File: src/rtl/cache_axi_pkg.sv
// ---------------------------------------------------------------------------
// cache_axi_pkg
// Shared definitions for the cache-side AXI read path:
//   - RD_TYPE_* encodings of the cache read request type field
//   - sched_state_e: states of the read scheduler FSM
//   - line_addr(): clears the byte-within-line offset of an address
// ---------------------------------------------------------------------------
package cache_axi_pkg;

  localparam logic [2:0] RD_TYPE_WORD = 3'b010;
  localparam logic [2:0] RD_TYPE_LINE = 3'b100;

  // Widest address line_addr() handles; callers zero-extend into it.
  localparam int LINE_ADDR_W = 64;

  typedef enum logic [1:0] {
    ST_IDLE = 2'd0,
    ST_REQ  = 2'd1,
    ST_DATA = 2'd2,
    ST_DONE = 2'd3
  } sched_state_e;

  // Two addresses fall in the same cache line exactly when their
  // line_addr() values are equal.
  function automatic logic [LINE_ADDR_W-1:0] line_addr(
    input logic [LINE_ADDR_W-1:0] addr,
    input int unsigned            off_bits
  );
    logic [LINE_ADDR_W-1:0] mask;
    mask = (LINE_ADDR_W'(1) << off_bits) - LINE_ADDR_W'(1);
    return addr & ~mask;
  endfunction

endpackage

File: src/rtl/cache_rd_sched_if.sv
// ---------------------------------------------------------------------------
// cache_rd_sched_if
// Read channel between the cache read scheduler and the AXI read bridge.
//   rd_req/rd_type/rd_addr : request, held until rd_req && rd_rdy
//   rd_rdy                 : bridge accepts the request
//   ret_valid/ret_last/ret_data : returned beats, last flags the final beat
// master = scheduler side, slave = bridge side.
// ---------------------------------------------------------------------------
interface cache_rd_sched_if #(
  parameter int ADDR_W = 32,
  parameter int DATA_W = 32
);

  logic              rd_req;
  logic [2:0]        rd_type;
  logic [ADDR_W-1:0] rd_addr;
  logic              rd_rdy;
  logic              ret_valid;
  logic              ret_last;
  logic [DATA_W-1:0] ret_data;

  modport master (
    output rd_req, rd_type, rd_addr,
    input  rd_rdy, ret_valid, ret_last, ret_data
  );

  modport slave (
    input  rd_req, rd_type, rd_addr,
    output rd_rdy, ret_valid, ret_last, ret_data
  );

endinterface

File: src/rtl/rd_line_assembler.sv
// ---------------------------------------------------------------------------
// rd_line_assembler
// Collects returned read beats into one cache line register.
//   clk, resetn   : clock, asynchronous active-low reset
//   clear_i       : start of a new transaction, zero the line and beat count
//   ret_valid_i   : a beat is present on ret_data_i (already qualified)
//   ret_data_i    : beat data
//   full_i        : 1 = whole-line transfer, 0 = single beat into word0 only
//   line_o        : assembled line, word0 in the LSBs
// ---------------------------------------------------------------------------
module rd_line_assembler #(
  parameter int LINE_WORDS = 4,
  parameter int DATA_W     = 32
) (
  input  logic                         clk,
  input  logic                         resetn,
  input  logic                         clear_i,
  input  logic                         ret_valid_i,
  input  logic [DATA_W-1:0]            ret_data_i,
  input  logic                         full_i,
  output logic [LINE_WORDS*DATA_W-1:0] line_o
);

  // One extra bit so the count can sit at LINE_WORDS without wrapping
  // back onto word0.
  localparam int CW = $clog2(LINE_WORDS) + 1;

  logic [CW-1:0]                       beat_cnt_q;
  logic [LINE_WORDS-1:0][DATA_W-1:0]   line_q;
  logic [CW-1:0]                       limit;

  assign limit  = full_i ? CW'(LINE_WORDS) : CW'(1);
  assign line_o = line_q;

  // Beats past the limit are dropped and the count saturates, so a
  // misbehaving bridge cannot corrupt words already captured.
  always_ff @(posedge clk or negedge resetn) begin
    if (!resetn) begin
      beat_cnt_q <= '0;
      line_q     <= '0;
    end else if (clear_i) begin
      beat_cnt_q <= '0;
      line_q     <= '0;
    end else if (ret_valid_i && (beat_cnt_q < limit)) begin
      line_q[beat_cnt_q[CW-2:0]] <= ret_data_i;
      beat_cnt_q                 <= beat_cnt_q + CW'(1);
    end
  end

endmodule

File: src/rtl/cache_rd_sched.sv
// ---------------------------------------------------------------------------
// cache_rd_sched
// Serialises I-cache and D-cache refill reads onto one AXI read bridge.
// D has priority, but after STARVE_MAX consecutive D grants with I waiting
// the next grant goes to I. A read to a line the D-cache is still writing
// back waits in IDLE until the writeback completes.
//   clk, resetn                         : clock, asynchronous active-low reset
//   i_rd_req_i/type/addr, i_rd_finish_o : I-cache read port
//   d_rd_req_i/type/addr, d_rd_finish_o : D-cache read port
//   rd_data_o                           : assembled line, word0 in the LSBs
//   wb_pending_i, wb_addr_i             : D writeback in flight and its address
//   busy_o                              : scheduler not idle
//   rd_bus                              : request/return channel to the bridge
// ---------------------------------------------------------------------------
module cache_rd_sched
  import cache_axi_pkg::*;
#(
  parameter int LINE_WORDS = 4,
  parameter int DATA_W     = 32,
  parameter int ADDR_W     = 32,
  parameter int STARVE_MAX = 3
) (
  input  logic                         clk,
  input  logic                         resetn,
  input  logic                         i_rd_req_i,
  input  logic [2:0]                   i_rd_type_i,
  input  logic [ADDR_W-1:0]            i_rd_addr_i,
  output logic                         i_rd_finish_o,
  input  logic                         d_rd_req_i,
  input  logic [2:0]                   d_rd_type_i,
  input  logic [ADDR_W-1:0]            d_rd_addr_i,
  output logic                         d_rd_finish_o,
  output logic [LINE_WORDS*DATA_W-1:0] rd_data_o,
  input  logic                         wb_pending_i,
  input  logic [ADDR_W-1:0]            wb_addr_i,
  output logic                         busy_o,
  cache_rd_sched_if.master             rd_bus
);

  localparam int unsigned OFF_BITS   = $clog2(LINE_WORDS * DATA_W / 8);
  localparam int          SW         = $clog2(STARVE_MAX + 1);
  localparam logic [SW-1:0] STARVE_LIM = SW'(STARVE_MAX);

  sched_state_e      state_q, state_d;
  logic              owner_i_q, owner_i_d;
  logic [ADDR_W-1:0] addr_q, addr_d;
  logic [2:0]        type_q, type_d;
  logic              rd_req_q, rd_req_d;
  logic [SW-1:0]     starve_q, starve_d;

  logic i_blocked, d_blocked;
  logic i_elig, d_elig;
  logic grant_i, grant_d;

  // A side is held back while its line is the one being written back.
  assign i_blocked = wb_pending_i &&
                     (line_addr(LINE_ADDR_W'(i_rd_addr_i), OFF_BITS) ==
                      line_addr(LINE_ADDR_W'(wb_addr_i), OFF_BITS));
  assign d_blocked = wb_pending_i &&
                     (line_addr(LINE_ADDR_W'(d_rd_addr_i), OFF_BITS) ==
                      line_addr(LINE_ADDR_W'(wb_addr_i), OFF_BITS));
  assign i_elig = i_rd_req_i && !i_blocked;
  assign d_elig = d_rd_req_i && !d_blocked;

  // State and latched-request registers.
  always_ff @(posedge clk or negedge resetn) begin
    if (!resetn) begin
      state_q   <= ST_IDLE;
      owner_i_q <= 1'b0;
      addr_q    <= '0;
      type_q    <= '0;
      rd_req_q  <= 1'b0;
      starve_q  <= '0;
    end else begin
      state_q   <= state_d;
      owner_i_q <= owner_i_d;
      addr_q    <= addr_d;
      type_q    <= type_d;
      rd_req_q  <= rd_req_d;
      starve_q  <= starve_d;
    end
  end

  // Arbitration in IDLE and the request/data/done sequence.
  always_comb begin
    state_d   = state_q;
    owner_i_d = owner_i_q;
    addr_d    = addr_q;
    type_d    = type_q;
    rd_req_d  = rd_req_q;
    grant_i   = 1'b0;
    grant_d   = 1'b0;
    case (state_q)
      ST_IDLE: begin
        if (d_elig && (!i_elig || (starve_q < STARVE_LIM))) begin
          grant_d = 1'b1;
        end else if (i_elig) begin
          grant_i = 1'b1;
        end
        if (grant_i || grant_d) begin
          state_d   = ST_REQ;
          rd_req_d  = 1'b1;
          owner_i_d = grant_i;
          addr_d    = grant_i ? i_rd_addr_i : d_rd_addr_i;
          type_d    = grant_i ? i_rd_type_i : d_rd_type_i;
        end
      end
      ST_REQ: begin
        if (rd_req_q && rd_bus.rd_rdy) begin
          state_d  = ST_DATA;
          rd_req_d = 1'b0;
        end
      end
      ST_DATA: begin
        if (rd_bus.ret_valid && rd_bus.ret_last) begin
          state_d = ST_DONE;
        end
      end
      ST_DONE: begin
        state_d = ST_IDLE;
      end
      default: begin
        state_d = ST_IDLE;
      end
    endcase
  end

  // Starvation guard: counts D grants that jumped ahead of a waiting I.
  always_comb begin
    starve_d = starve_q;
    if (!i_rd_req_i || grant_i) begin
      starve_d = '0;
    end else if (grant_d && (starve_q < STARVE_LIM)) begin
      starve_d = starve_q + SW'(1);
    end
  end

  rd_line_assembler #(
    .LINE_WORDS (LINE_WORDS),
    .DATA_W     (DATA_W)
  ) u_asm (
    .clk         (clk),
    .resetn      (resetn),
    .clear_i     (grant_i || grant_d),
    .ret_valid_i ((state_q == ST_DATA) && rd_bus.ret_valid),
    .ret_data_i  (rd_bus.ret_data),
    .full_i      (type_q == RD_TYPE_LINE),
    .line_o      (rd_data_o)
  );

  assign rd_bus.rd_req  = rd_req_q;
  assign rd_bus.rd_type = type_q;
  assign rd_bus.rd_addr = addr_q;

  assign i_rd_finish_o = (state_q == ST_DONE) && owner_i_q;
  assign d_rd_finish_o = (state_q == ST_DONE) && !owner_i_q;
  assign busy_o        = (state_q != ST_IDLE);

endmodule

File: src/flat_wrapper.sv
// flat-port wrapper written by rule: the top's interface ports become plain ports
module cache_rd_sched_flat import cache_axi_pkg::*;
#(
  parameter int LINE_WORDS = 4,
  parameter int DATA_W     = 32,
  parameter int ADDR_W     = 32,
  parameter int STARVE_MAX = 3
)
  (clk, resetn, i_rd_req_i, i_rd_type_i, i_rd_addr_i, i_rd_finish_o, d_rd_req_i, d_rd_type_i, d_rd_addr_i, d_rd_finish_o, rd_data_o, wb_pending_i, wb_addr_i, busy_o, rd_bus_rd_req, rd_bus_rd_type, rd_bus_rd_addr, rd_bus_rd_rdy, rd_bus_ret_valid, rd_bus_ret_last, rd_bus_ret_data);
  cache_rd_sched_if #(.ADDR_W(ADDR_W), .DATA_W(DATA_W)) rd_bus_i ();
  input  logic clk;
  input  logic resetn;
  input  logic i_rd_req_i;
  input  logic [2:0] i_rd_type_i;
  input  logic [ADDR_W-1:0] i_rd_addr_i;
  output logic i_rd_finish_o;
  input  logic d_rd_req_i;
  input  logic [2:0] d_rd_type_i;
  input  logic [ADDR_W-1:0] d_rd_addr_i;
  output logic d_rd_finish_o;
  output logic [LINE_WORDS*DATA_W-1:0] rd_data_o;
  input  logic wb_pending_i;
  input  logic [ADDR_W-1:0] wb_addr_i;
  output logic busy_o;
  output wire logic [$bits(rd_bus_i.rd_req)-1:0] rd_bus_rd_req;
  output wire logic [$bits(rd_bus_i.rd_type)-1:0] rd_bus_rd_type;
  output wire logic [$bits(rd_bus_i.rd_addr)-1:0] rd_bus_rd_addr;
  input wire logic [$bits(rd_bus_i.rd_rdy)-1:0] rd_bus_rd_rdy;
  input wire logic [$bits(rd_bus_i.ret_valid)-1:0] rd_bus_ret_valid;
  input wire logic [$bits(rd_bus_i.ret_last)-1:0] rd_bus_ret_last;
  input wire logic [$bits(rd_bus_i.ret_data)-1:0] rd_bus_ret_data;
  assign rd_bus_rd_req = rd_bus_i.rd_req;
  assign rd_bus_rd_type = rd_bus_i.rd_type;
  assign rd_bus_rd_addr = rd_bus_i.rd_addr;
  assign rd_bus_i.rd_rdy = rd_bus_rd_rdy;
  assign rd_bus_i.ret_valid = rd_bus_ret_valid;
  assign rd_bus_i.ret_last = rd_bus_ret_last;
  assign rd_bus_i.ret_data = rd_bus_ret_data;
  cache_rd_sched #(.LINE_WORDS(LINE_WORDS), .DATA_W(DATA_W), .ADDR_W(ADDR_W), .STARVE_MAX(STARVE_MAX)) u_core (.clk(clk), .resetn(resetn), .i_rd_req_i(i_rd_req_i), .i_rd_type_i(i_rd_type_i), .i_rd_addr_i(i_rd_addr_i), .i_rd_finish_o(i_rd_finish_o), .d_rd_req_i(d_rd_req_i), .d_rd_type_i(d_rd_type_i), .d_rd_addr_i(d_rd_addr_i), .d_rd_finish_o(d_rd_finish_o), .rd_data_o(rd_data_o), .wb_pending_i(wb_pending_i), .wb_addr_i(wb_addr_i), .busy_o(busy_o), .rd_bus(rd_bus_i));
endmodule
File: config.mk
export PLATFORM = sky130hd
export DESIGN_NAME = cache_rd_sched_flat
export DESIGN_NICKNAME = d
export VERILOG_FILES = /design/src/rtl/cache_axi_pkg.sv /design/src/rtl/cache_rd_sched_if.sv /design/src/rtl/rd_line_assembler.sv /design/src/rtl/cache_rd_sched.sv /design/src/flat_wrapper.sv
export SDC_FILE = /design/constraint.sdc
export NUM_CORES = 1
export LEC_CHECK = 0
export ABC_AREA = 1
export CORE_MARGIN = 2
export CORE_UTILIZATION = 45
export DETAILED_ROUTE_END_ITERATION = 7
export DONT_BUFFER_PORTS = 1
export PLACE_DENSITY = 0.73
export SLEW_MARGIN = 20
export SYNTH_ARGS = -nofsm -noshare
export SYNTH_HDL_FRONTEND = slang
export SYNTH_SLANG_ARGS = --single-unit
File: constraint.sdc
create_clock -name clk -period 1.65 [get_ports clk]
set_input_delay 0.165 -clock clk [delete_from_list [all_inputs] [get_ports clk]]
set_output_delay 0.165 -clock clk [all_outputs]
set_load 0.005 [all_outputs]
==> impl_metrics.toml <==
[run_status]
status = "complete, but fails checks"
violations = "hold timing, setup timing"

[cts]
clk_latency_ns = 0.43
cts.sink_count = 172
tritoncts = "done"
cts_htree_levels = 4
clock_tree.buffer_depth = 2
root_buffer = "clkbuf_16"
cts_buffers = 17
clk_pin_slew_worst_paths_ns = 0.08
hold_buffers = 66

[job]
cap_violations = 0

[grt]
use_met3 = 0.0918
globalRouteOverflowTotal = 0
grt_first_pass_wirelength_um = 44800
first_global_vias = 8347
track_usage = 0.264
use_met2 = 0.435
busiest_layer = "met2"
grt_max_degree = 173
grtUsageMet1 = 0.318
antenna_found_initial = 0

[floorplan]
die_w_um = 145
io_pins = 309
die_area_mm2 = 0.0211
die_height_um = 145
rows = 51
coreArea_mm2 = 0.0195
initial_utilization = 0.460

[drt]
dr.pass1.iters = 5
post_drt_via_cell_ratio = 5.56
drt-total-wl_um = 30400
vias = 8784
postRouteAntennaNets = 0
post-route-drc-count = 0
first_iter_violations = 564
routedWlPerCell_um = 19.2

[finish]
final_common_cell = "nand2_1"
final_util = 0.588
layout_common_cells = "nand2_1 (406), nand3_1 (187), dfrtp_1 (172), inv_1 (122), a21oi_1 (116)"
ff_latch_area_mm2 = 0.00430
drive_gt1_frac = 0.132
final_cell_area_mm2 = 0.0115
multi_input_area_mm2 = 0.00396
fillCellCount = 1694
antenna_cells = 0
area_growth_pct = 27.9
final_nets = 1454

[placed_design]
gp_congestion = 0.922
hpwl_um = 19200
placed_area_mm2 = 0.00970
portBuffers = 0

[synth]
synth_area_mm2 = 0.00898
ys_types = 27
seq_area_frac_synth = 0.479
synth_nets = 1355
postSynthCellCount = 1202
synth-seq-cells = 172
ys_warn_count = 0
synth_area_per_cell_um2 = 7.47

[power_and_ir_drop]
p_total_mw = 16.5
p_int_mw = 9.94
cellPowerDensity_mw_per_mm2 = 1440
peakVddDrop_mv = 1.00
combPwrFrac = 0.371
swShare = 0.399
clockPowerShare = 0.246
p_leak_nw = 5.67
seq_power_share = 0.383
p_sw_mw = 6.60

[setup_path]
cp_max_fo = 10
crit_chain = "nor3b_2, inv_1, ha_1, o31ai_2, nand2_2, clkinv_4, buf_6, buf_12, nand3_1, a21oi_2"
end_kind = "flop"
critPathLaunchType = "flop"
worstSetupPathType = "flop to flop"
crit_slowest_cell = "dfrtp_1"
critPathMaxStageDelay_ns = 0.39
cp.arrival_ns = 2.29
required_ns = 2.00
crit_start = "u_core.rd_bus.rd_type[0]$_DFFE_PN0P_"
r2r-start = "u_core.rd_bus.rd_type[0]$_DFFE_PN0P_"

[sta]
finalHoldViolCount = 172
fin_crit_sh = 1.18
hold-worst-slack_ns = -0.568
drv_slew = 0
slew_headroom = 0.789
finClkSkew_ns = 0.0151
period_minus_slack_ns = 1.94
fmax_mhz = 516
rsz0062_at_grt = "true"
final.setup.worst_slack_ns = -0.289
tightest_slew_ns = 0.313
finalSetupViolations = 131

[hold_path]
hold_class = "input port to asynchronous set/reset pin"
[sequential cells by signal, indices dropped and copies added, names as in the netlist]
signal                   cells
u_core.owner_i_q             1
u_core.rd_bus.rd_addr       32
u_core.rd_bus.rd_req         1
u_core.rd_bus.rd_type        3
u_core.starve_q              2
u_core.state_q               2
u_core.u_asm.beat_cnt_q      3
u_core.u_asm.line_o        128
[logic make-up after synthesis]
| logic type | Yosys count | share of synthesized area |
|---|---|---|
| adder cells (fa/ha/maj) | 11 | 0.0153 |
| buffers and inverters | 200 | 0.104 |
| AO/OA/AOI/OAI | 141 | 0.0805 |
| AND/OR/NAND/NOR | 668 | 0.311 |
| XOR/XNOR | 10 | 0.00975 |
| flip-flops | 172 | 0.479 |
[final cells by class]
cell class,count,share of cell area
clock buffer,17,0.0370
clock inverter,15,0.0166
inverter,127,0.0419
multi-input combinational,830,0.345
sequential,172,0.375
tap,265,0.0289
timing repair buffer,152,0.155
timing repair inverter,1,0.000762
[synth_stat cells (all sizes together)]
cell type,n,share of area
xor2,2,0.0020
buf,43,0.038
ha,11,0.015
or2,1,0.00070
a21oi,131,0.074
nor2,39,0.016
nor3,1,0.00056
clkbuf,30,0.013
nand4,4,0.0028
o31ai,1,0.00084
o21ai,7,0.0039
nor3b,1,0.00084
o22ai,1,0.00070
a21boi,1,0.00084
inv,127,0.053
dfrtp,172,0.48
nand3,207,0.12
xnor2,8,0.0078
nand2,415,0.17
[metal layers]
metal | part of all wire | up-vias
li1 | - | 4018
met1 | 0.37 | 4120
met2 | 0.48 | 562
met3 | 0.11 | 84
met4 | 0.038 | 0
met5 | 0 | -
[critical path: cells and delay by family (launching register included)]
family / cells / cell delay, ns
AO/OA/AOI/OAI: 2 / 0.26
adder cells (fa/ha/maj): 1 / 0.28
buffers and inverters: 4 / 0.48
AND/OR/NAND/NOR: 3 / 0.46
flip-flops: 1 / 0.39
[stage by stage]
stage          cells  worst slack (ns)  setup TNS, ns
6_report        1579            -0.289         -23.01
5_1_grt         1579            -0.428         -42.22
4_1_cts         1562            -0.246         -26.74
3_5_place_dp    1464            -0.234         -26.13
3_3_place_gp    1464            -0.206         -20.50
2_1_floorplan   1202           -0.0961         -10.81
[power groups by stage]
stage	Sequential (mW)	Combinational, mW	Clock, mW
3_3_place_gp	6.34	5.02	0
4_1_cts	6.29	5.36	4.13
2_1_floorplan	6.05	3.60	0
5_1_grt	6.42	6.69	4.32
3_5_place_dp	6.34	5.16	0
6_report	6.33	6.14	4.07
[timing repair]
action,4_1_cts,5_1_grt
hold endpoints to repair,323,172
gates resized for setup,6,50
endpoints found under the setup margin,131,140
setup buffers,0,4
cloned,0,13
pin swaps,7,11
[worst paths after layout]
check,end,slack (ns),cells after the start
worst max-delay path,u_core.u_asm.line_o[108]$_DFFE_PN0P_,-0.29,10
min in group clk,u_core.rd_bus.rd_addr[12]$_DFFE_PN0P_,0,4
worst max register to register,u_core.u_asm.line_o[108]$_DFFE_PN0P_,-0.29,10
worst min register to register,u_core.rd_bus.rd_addr[20]$_DFFE_PN0P_,0.52,2
max in group asynchronous,u_core.u_asm.line_o[124]$_DFFE_PN0P_,1.94,0
worst min-delay path,u_core.rd_bus.rd_addr[15]$_DFFE_PN0P_,-0.57,0
Note: power is estimated with default switching activity, not from simulation.
